`src/rtl/fcpu_pkg.sv`:
```
// rtl/fcpu_pkg.sv - shared CPU widths and the CDB request slot type
package fcpu_pkg;

  localparam int DATA_W    = 32;
  localparam int RSV_ID_W  = 4;
  localparam int CDB_W     = RSV_ID_W + DATA_W;
  localparam int N_CDB_REQ = 4;

  typedef struct packed {
    logic             exception;
    logic [CDB_W-1:0] data;
  } cdb_req_t;

endpackage

```
`src/rtl/rr_arbiter.sv`:
```
// rtl/rr_arbiter.sv - combinational one-hot arbiter searching from ptr with wrap
module rr_arbiter #(
  parameter int N = 4
) (
  input  logic [N-1:0]         req,
  input  logic [$clog2(N)-1:0] ptr,
  output logic [N-1:0]         grant,
  output logic                 any
);

  localparam int PTR_W = $clog2(N);
  localparam logic [PTR_W:0] N_W = (PTR_W+1)'(N);

  logic [PTR_W:0]   idx_sum;
  logic [PTR_W-1:0] idx;
  logic             found;

  // Walk offsets 0..N-1 from ptr; the first occupied index wins.
  always_comb begin
    grant   = '0;
    found   = 1'b0;
    idx_sum = '0;
    idx     = '0;
    for (int i = 0; i < N; i++) begin
      idx_sum = {1'b0, ptr} + (PTR_W+1)'(i);
      if (idx_sum >= N_W) idx_sum = idx_sum - N_W;
      idx = idx_sum[PTR_W-1:0];
      if (!found && req[idx]) begin
        grant[idx] = 1'b1;
        found      = 1'b1;
      end
    end
  end

  assign any = |req;

endmodule

```
`src/rtl/cdb_arbiter.sv`:
```
// rtl/cdb_arbiter.sv - common data bus arbiter with per-unit holding slots; CDB_ARB_FIXED_PRIO_EN selects fixed priority
module cdb_arbiter
  import fcpu_pkg::*;
#(
  parameter int N_REQ = N_CDB_REQ,
  parameter int CDB_W = fcpu_pkg::CDB_W
) (
  input  logic                         clk,
  input  logic                         nrst,
  input  logic [N_REQ-1:0]             req_valid,
  output logic [N_REQ-1:0]             req_ready,
  input  logic [N_REQ-1:0][CDB_W-1:0]  req_data,
  input  logic [N_REQ-1:0]             req_exception,
  input  logic                         rob_clear,
  output logic                         cdb_valid,
  output logic                         cdb_exception,
  output logic [CDB_W-1:0]             cdb
);

  localparam int PTR_W = $clog2(N_REQ);

  logic [N_REQ-1:0]            hold_valid;
  logic [N_REQ-1:0][CDB_W-1:0] hold_data;
  logic [N_REQ-1:0]            hold_exc;
  logic [N_REQ-1:0]            grant_raw;
  logic [N_REQ-1:0]            grant;
  logic                        any_hold;
  logic                        take;
  logic [PTR_W-1:0]            arb_ptr;
  logic [CDB_W-1:0]            sel_data;
  logic                        sel_exc;

  rr_arbiter #(.N(N_REQ)) u_arb (
    .req   (hold_valid),
    .ptr   (arb_ptr),
    .grant (grant_raw),
    .any   (any_hold)
  );

  // A flush suppresses the grant so nothing pending reaches the bus.
  assign take      = any_hold & ~rob_clear;
  assign grant     = take ? grant_raw : '0;
  assign req_ready = {N_REQ{~nrst & ~rob_clear}} & (~hold_valid | grant);

  always_comb begin
    sel_data = '0;
    sel_exc  = 1'b0;
    for (int i = 0; i < N_REQ; i++) begin
      if (grant_raw[i]) begin
        sel_data = sel_data | hold_data[i];
        sel_exc  = sel_exc | hold_exc[i];
      end
    end
  end

  always_ff @(posedge clk) begin
    if (nrst) begin
      hold_valid    <= '0;
      cdb_valid     <= 1'b0;
      cdb_exception <= 1'b0;
      cdb           <= '0;
    end else begin
      for (int i = 0; i < N_REQ; i++) begin
        if (req_valid[i] && req_ready[i]) begin
          hold_valid[i] <= 1'b1;
          hold_data[i]  <= req_data[i];
          hold_exc[i]   <= req_exception[i];
        end else if (rob_clear || grant[i]) begin
          hold_valid[i] <= 1'b0;
        end
      end
      cdb_valid <= take;
      if (take) begin
        cdb           <= sel_data;
        cdb_exception <= sel_exc;
      end
    end
  end

`ifdef CDB_ARB_FIXED_PRIO_EN
  assign arb_ptr = '0;
`else
  logic [PTR_W-1:0] rr_ptr;
  logic [PTR_W-1:0] next_ptr;

  always_comb begin
    next_ptr = rr_ptr;
    for (int i = 0; i < N_REQ; i++) begin
      if (grant_raw[i]) next_ptr = (i == N_REQ-1) ? '0 : PTR_W'(i+1);
    end
  end

  always_ff @(posedge clk) begin
    if (nrst)      rr_ptr <= '0;
    else if (take) rr_ptr <= next_ptr;
  end

  assign arb_ptr = rr_ptr;
`endif

endmodule

```
`config.mk`:
```
export PLATFORM = sky130hd
export DESIGN_NAME = cdb_arbiter
export DESIGN_NICKNAME = d
export VERILOG_FILES = /design/src/rtl/fcpu_pkg.sv /design/src/rtl/rr_arbiter.sv /design/src/rtl/cdb_arbiter.sv
export SDC_FILE = /design/constraint.sdc
export NUM_CORES = 1
export LEC_CHECK = 0
export ABC_CLOCK_PERIOD_IN_PS = 5400
export BUFFER_PORTS_ARGS = -buffer_cell sky130_fd_sc_hd__buf_2
export CORE_ASPECT_RATIO = 1.4
export CORE_MARGIN = 2
export CORE_UTILIZATION = 31
export DETAILED_ROUTE_END_ITERATION = 12
export HOLD_SLACK_MARGIN = 0.05
export SYNTH_ARGS = -nofsm -noshare
export SYNTH_HDL_FRONTEND = slang
export SYNTH_SLANG_ARGS = --single-unit
```
`constraint.sdc`:
```
create_clock -name clk -period 5.4 [get_ports clk]
set_clock_uncertainty 0.15 [all_clocks]
set_input_delay 1.08 -clock clk [delete_from_list [all_inputs] [get_ports clk]]
set_output_delay 1.08 -clock clk [all_outputs]
set_load 0.01 [all_outputs]
```
==> results of run 1 <==
where the power goes:
part           internal [uW]  switching, uW  leakage (uW)
clock                    671            529      0.000273
sequential              1670           59.3       0.00172
combinational            327            563       0.00166
total                   2670           1150       0.00365
tightest hold or removal path, delay by kind of cell, from the launching register on:
family           cells  cell delay [ps]
flip-flops           1              310
AND/OR/NAND/NOR      1              100
AO/OA/AOI/OAI        1               50
cells by family (layout without fill, tap and decap cells):
| family | Yosys count | count (layout) | synth area share [%] |
|---|---|---|---|
| adder cells (fa/ha/maj) | 7 | 7 | 1.09 |
| buffers and inverters | 59 | 240 | 3.37 |
| AND/OR/NAND/NOR | 109 | 109 | 5.78 |
| AO/OA/AOI/OAI | 217 | 217 | 22.1 |
| multiplexers | 8 | 8 | 1.20 |
| other | 0 | 1 | 0 |
| flip-flops | 192 | 192 | 66.4 |
layout make-up:
cell class | count | area, sq um
clock buffer | 23 | 478
tap | 319 | 399
clock inverter | 8 | 82.6
sequential | 192 | 5330
timing repair buffer | 198 | 996
inverter | 11 | 41.3
antenna | 1 | 2.50
multi-input combinational | 341 | 2460
fill | 2456 | 15600
placed cells by master (no fill, tap or decap), drive strengths merged, types with 2 or more instances in the layout:
cell type / n
a222oi: 37
inv: 11
or2: 3
and2: 6
nand2b: 4
a221oi: 39
a2bb2oi: 2
edfxtp: 148
nor2: 43
nand3: 2
a21oi: 9
ha: 7
o22ai: 4
clkinv: 6
buf: 198
and3: 2
mux2: 3
nand2: 46
a31o: 3
a21o: 3
a211oi: 37
dfxtp: 44
clkbuf: 23
mux2i: 4
a22oi: 75
flip-flops by register name (all words and copies together) (netlist names):
register       cells
arb_ptr            2
cdb               36
cdb_exception      1
hold_valid         4
hold_data        144
hold_exc           4
cdb_valid          1
stage by stage:
| step | instance area (sq um) | utilization [%] | total power (uW) |
|---|---|---|---|
| 2_1_floorplan | 8020 | - | 2350 |
| 3_3_place_gp | 9220 | 36.3 | 2620 |
| 3_5_place_dp | 9220 | 36.3 | 2640 |
| 4_1_cts | 9780 | 38.5 | 3830 |
| 5_1_grt | 9780 | 38.5 | 3980 |
| 6_report | 9780 | 38.5 | 3820 |
synthesized netlist by cell type, drive strengths merged (2+ instances only):
cell,n
a211oi,37
inv,11
a222oi,37
mux2i,4
and3,2
and2,6
o22ai,4
a21o,3
nand2b,4
buf,20
a22oi,75
nor2,43
or2,3
nand3,2
a21oi,9
ha,7
nand2,46
a221oi,39
clkbuf,28
a2bb2oi,2
mux2,3
a31o,3
dfxtp,44
edfxtp,148
per-layer routing:
layer	global-route usage, %	wire (um)	vias to the layer above
met2	30.7	12900	329
met1	21.0	9580	3081
met3	4.27	1760	63
met5	0	9	-
met4	9.93	1210	2
li1	-	-	2784
worst paths after layout:
| kind | startpoint | end | slack (ps) | depth (start not counted) |
|---|---|---|---|---|
| worst max-delay path | arb_ptr[0] | req_ready[0] | 610 | 7 |
| worst min-delay path | cdb[1] | cdb[1] | 350 | 2 |
| worst max register to register | arb_ptr[0] | hold_data[69] | 1250 | 6 |
| worst min register to register | cdb[1] | cdb[1] | 350 | 2 |
==> impl_metrics.csv, run 1 <==
group,metric,value,unit
synth,yosys_warnings,0,
worst_setup_path,critPathMaxFanout,42,
sta,hold_ws,349,ps
die,num_rows,69,
global_route,grt_start_max_net_pins,46,
synth,syn_inst,592,
sta,setup_viol,0,
power,ir_worst_vdd,222,uV
sta,fmaxAchievable,209,MHz
detailed_routing,drc,0,
clock_tree,cts_made_buffers,17,
die,die-area,27200,sq um
global_route,track_usage,18.1,%
clock_tree,hold_buffers,0,
die,ios,197,
detailed_routing,ant_nets,0,
worst_setup_path,worstSetupPathType,"reg -> out",
placed_design,routabilityCongestion,0.805,
sta,worst_slew_pin_slew,1150,ps
placed_design,io_buffer_count,196,
run_status,outcome,"finished clean",
synth,yosysSeqAreaShare,66.4,%
synth,synth_ff_type,"edfxtp_1",
clock_tree,cts_tree,"built",
clock_tree,clock_sinks,192,
worst_setup_path,end_kind,"output pin",
min_path,min_path_type,"reg -> reg",
detailed_routing,routed_wl,25500,um
detailed_routing,avgRoutedWirePerCell,23.3,um
global_route,grt_pass1_wl,36900,um
worst_setup_path,crit_buf_inv,2,
clock_tree,postCtsSetupRepairBufs,0,
sta,period_needed,4790,ps
cells_and_area,syn2layout_area_growth,22.1,%
sta,timing.setup.tns,0,ps
synth,synth_top_area_share,55.4,%
worst_setup_path,cpLargestDelayFamily,"compound AO/OA/AOI/OAI gates",
die,design.core.area,25400,sq um
detailed_routing,drt-initial-drc-count,770,
clock_tree,ctsResizeCount,0,
synth,synth_seq_cells,192,
synth,synth_edf_count,148,
placed_design,place_ws,1070,ps
power,p_per_area,390,nW/um^2
clock_tree,root_buffer,"clkbuf_16",
synth,netlist_area,8020,sq um
placed_design,dp.cells,1061,
clock_tree,clock_path_buffers,2,
cells_and_area,layoutNonFillerInstCount,1093,
synth,synth_nets,754,
job,drv_cap,0,
cells_and_area,drive_gt1_share,32.2,%
power,p_leak,0.00365,uW
sta,slew_viol_final,0,
clock_tree,htree_levels,4,
worst_setup_path,cp.arrival,3560,ps
worst_setup_path,crit_path_start_kind,"flop",
synth,syn_area_per_cell,13.5,sq um
detailed_routing,viasPerCell,5.73,
synth,synth_top_area_cell,"edfxtp_1",
clock_tree,insertion_delay,430,ps
detailed_routing,via_count,6259,
sta,fin_crit_sh,88.8,%
synth,ys_types,40,
placed_design,hpwlAfterDp,16100,um
worst_setup_path,worstPathCellList,"inv_1, ha_2, and3_1, a2111oi_2, a2bb2oi_1, a21oi_1, buf_2",
die,die_w,140,um
sta,hold_violations,0,
global_route,antenna_found_initial,2,
cells_and_area,nets,923,
sta,maxSlewHeadroom,22.9,%
synth,synth.area.top_cells,"edfxtp_1 (55%), dfxtp_1 (11%), a22oi_1 (7.0%)",
die,die-height,194,um
sta,fin_ws,607,ps
die,start_util,31.6,%
worst_setup_path,required,4170,ps
worst_setup_path,max_stage_delay,740,ps
clock_tree,clk_pin_slew,70,ps
worst_setup_path,cp_slowest_cell,"dfxtp_1",
global_route,grt_pass1_vias,6255,
sta,rsz0062_at_grt,"false",
detailed_routing,firstDrtPassIters,9,
global_route,overflow,0,
synth,async_flop_share,0,%
Power figures use the tool's default switching activity.
==> run 2: changes to the inputs <==
--- a/config.mk
+++ b/config.mk
@@ -12,6 +12,7 @@
 export CORE_UTILIZATION = 31
 export DETAILED_ROUTE_END_ITERATION = 12
 export HOLD_SLACK_MARGIN = 0.05
+export PLACE_DENSITY = 0.52
 export SYNTH_ARGS = -nofsm -noshare
 export SYNTH_HDL_FRONTEND = slang
 export SYNTH_SLANG_ARGS = --single-unit
==> impl_metrics.csv, run 2 (synthesis gave the netlist of run 1 again) <==
group,metric,value,unit
worst_setup_path,end_kind,"output pin",
global_route,antenna_found_initial,0,
global_route,overflow,0,
sta,fmaxAchievable,205,MHz
worst_setup_path,worstSetupPathType,"reg -> out",
cells_and_area,largest_reg_flops,144,
min_path,min_path_type,"reg -> reg",
clock_tree,clock_path_buffers,2,
clock_tree,root_buffer,"clkbuf_16",
sta,rsz0062_at_grt,"false",
global_route,grt_pass1_wl,36800,um
die,die-height,194,um
clock_tree,htree_levels,4,
clock_tree,cts_tree,"built",
clock_tree,clk_pin_slew,80,ps
die,start_util,31.6,%
placed_design,place_ws,1070,ps
cells_and_area,multiInputGateArea,2460,sq um
sta,slew_viol_final,0,
power,ir_worst_vdd,212,uV
power,p_leak,0.00370,uW
clock_tree,hold_buffers,0,
cells_and_area,regArea,5330,sq um
clock_tree,ctsResizeCount,0,
worst_setup_path,crit_path_start_kind,"flop",
sta,fin_ws,523,ps
cells_and_area,final_common_cell,"buf_2",
global_route,track_usage,18.1,%
global_route,grt_pass1_vias,6127,
sta,worst_slew_pin_slew,1110,ps
cells_and_area,top_regs,"hold_data (144), cdb (36)",
cells_and_area,drive_gt1_share,33.0,%
clock_tree,cts_made_buffers,17,
cells_and_area,final_cell_mix,"buf_2 (196), edfxtp_1 (148), a22oi_1 (75)",
sta,timing.setup.tns,0,ps
global_route,grt_start_max_net_pins,46,
detailed_routing,drc,0,
cells_and_area,nets,928,
detailed_routing,viasPerCell,5.64,
cells_and_area,largest-register,"hold_data",
clock_tree,insertion_delay,450,ps
sta,maxSlewHeadroom,25.7,%
cells_and_area,diodes,0,
cells_and_area,syn2layout_area_growth,23.1,%
detailed_routing,ant_nets,0,
placed_design,hpwlAfterDp,15900,um
detailed_routing,via_count,6192,
sta,fin_crit_sh,90.3,%
detailed_routing,drt-initial-drc-count,666,
cells_and_area,fillers,2486,
power,p_per_area,398,nW/um^2
clock_tree,clock_sinks,192,
worst_setup_path,cp.arrival,3650,ps
sta,hold_violations,0,
worst_setup_path,required,4170,ps
placed_design,routabilityCongestion,0.798,
die,ios,197,
run_status,outcome,"finished clean",
sta,period_needed,4880,ps
die,num_rows,69,
sta,setup_viol,0,
die,die_w,140,um
detailed_routing,avgRoutedWirePerCell,23.1,um
die,design.core.area,25400,sq um
detailed_routing,routed_wl,25300,um
worst_setup_path,critPathMaxFanout,19,
clock_tree,postCtsSetupRepairBufs,0,
die,die-area,27200,sq um
job,drv_cap,0,
detailed_routing,firstDrtPassIters,9,
placed_design,io_buffer_count,196,
run 2: cell count changes in the layout (fill, tap and decap cells not counted), sizes merged:
cell and change:
buf +5, clkbuf -4, clkinv -3, clkinvlp -1
diode -1, inv +9
run 2: routing by layer:
metal | share of wire (%) | track usage [%] | vias to the layer above
met5 | 0 | 0 | -
met4 | 2.7 | 7.30 | 0
met3 | 6.4 | 3.11 | 37
met2 | 52 | 31.3 | 310
met1 | 39 | 22.4 | 3049
li1 | - | - | 2796
run 2: final cells by class:
| cell class | instances | area share, % |
|---|---|---|
| clock buffers | 19 | 4.60 |
| clock inverters | 13 | 1.60 |
| inverters | 11 | 0.418 |
| multi-input cells | 341 | 24.9 |
| flip-flops and latches | 192 | 54.0 |
| well taps | 319 | 4.04 |
| repair buffers | 203 | 10.5 |
run 2: worst paths after layout:
| kind | from | to | slack [ps] | depth (start not counted) |
|---|---|---|---|---|
| setup / recovery | arb_ptr[0] | req_ready[0] | 520 | 8 |
| setup reg to reg | arb_ptr[0] | hold_data[89] | 1230 | 7 |
| hold / removal | cdb[31] | cdb[31] | 350 | 2 |
| hold reg to reg | cdb[31] | cdb[31] | 350 | 2 |
run 2: metrics by stage:
stage,instances,instance area [sq um],total power [uW],util (%),hold slack (ps)
floorplan,592,8020,2350,-,331
global placement,1066,9260,2630,36.5,340
detailed placement,1066,9260,2630,36.5,341
CTS,1098,9870,3950,38.9,352
global route,1098,9870,4090,38.9,371
finish,1098,9870,3920,38.9,351
run 2: critical path, cell delays in order (launching register included):
cell and delay (ps):
dfxtp_1 760, inv_1 190, ha_2 410, mux2i_1 360, o22ai_1 170, a2111oi_2 550, a2bb2oi_1 440, a21oi_1 160
buf_2 160
run 2: where the power goes:
part | total (uW) | switching, uW | internal, uW | leakage, uW
clock | 1320 | 629 | 691 | 0.000300
combinational | 878 | 550 | 328 | 0.00169
sequential | 1730 | 58.7 | 1670 | 0.00172
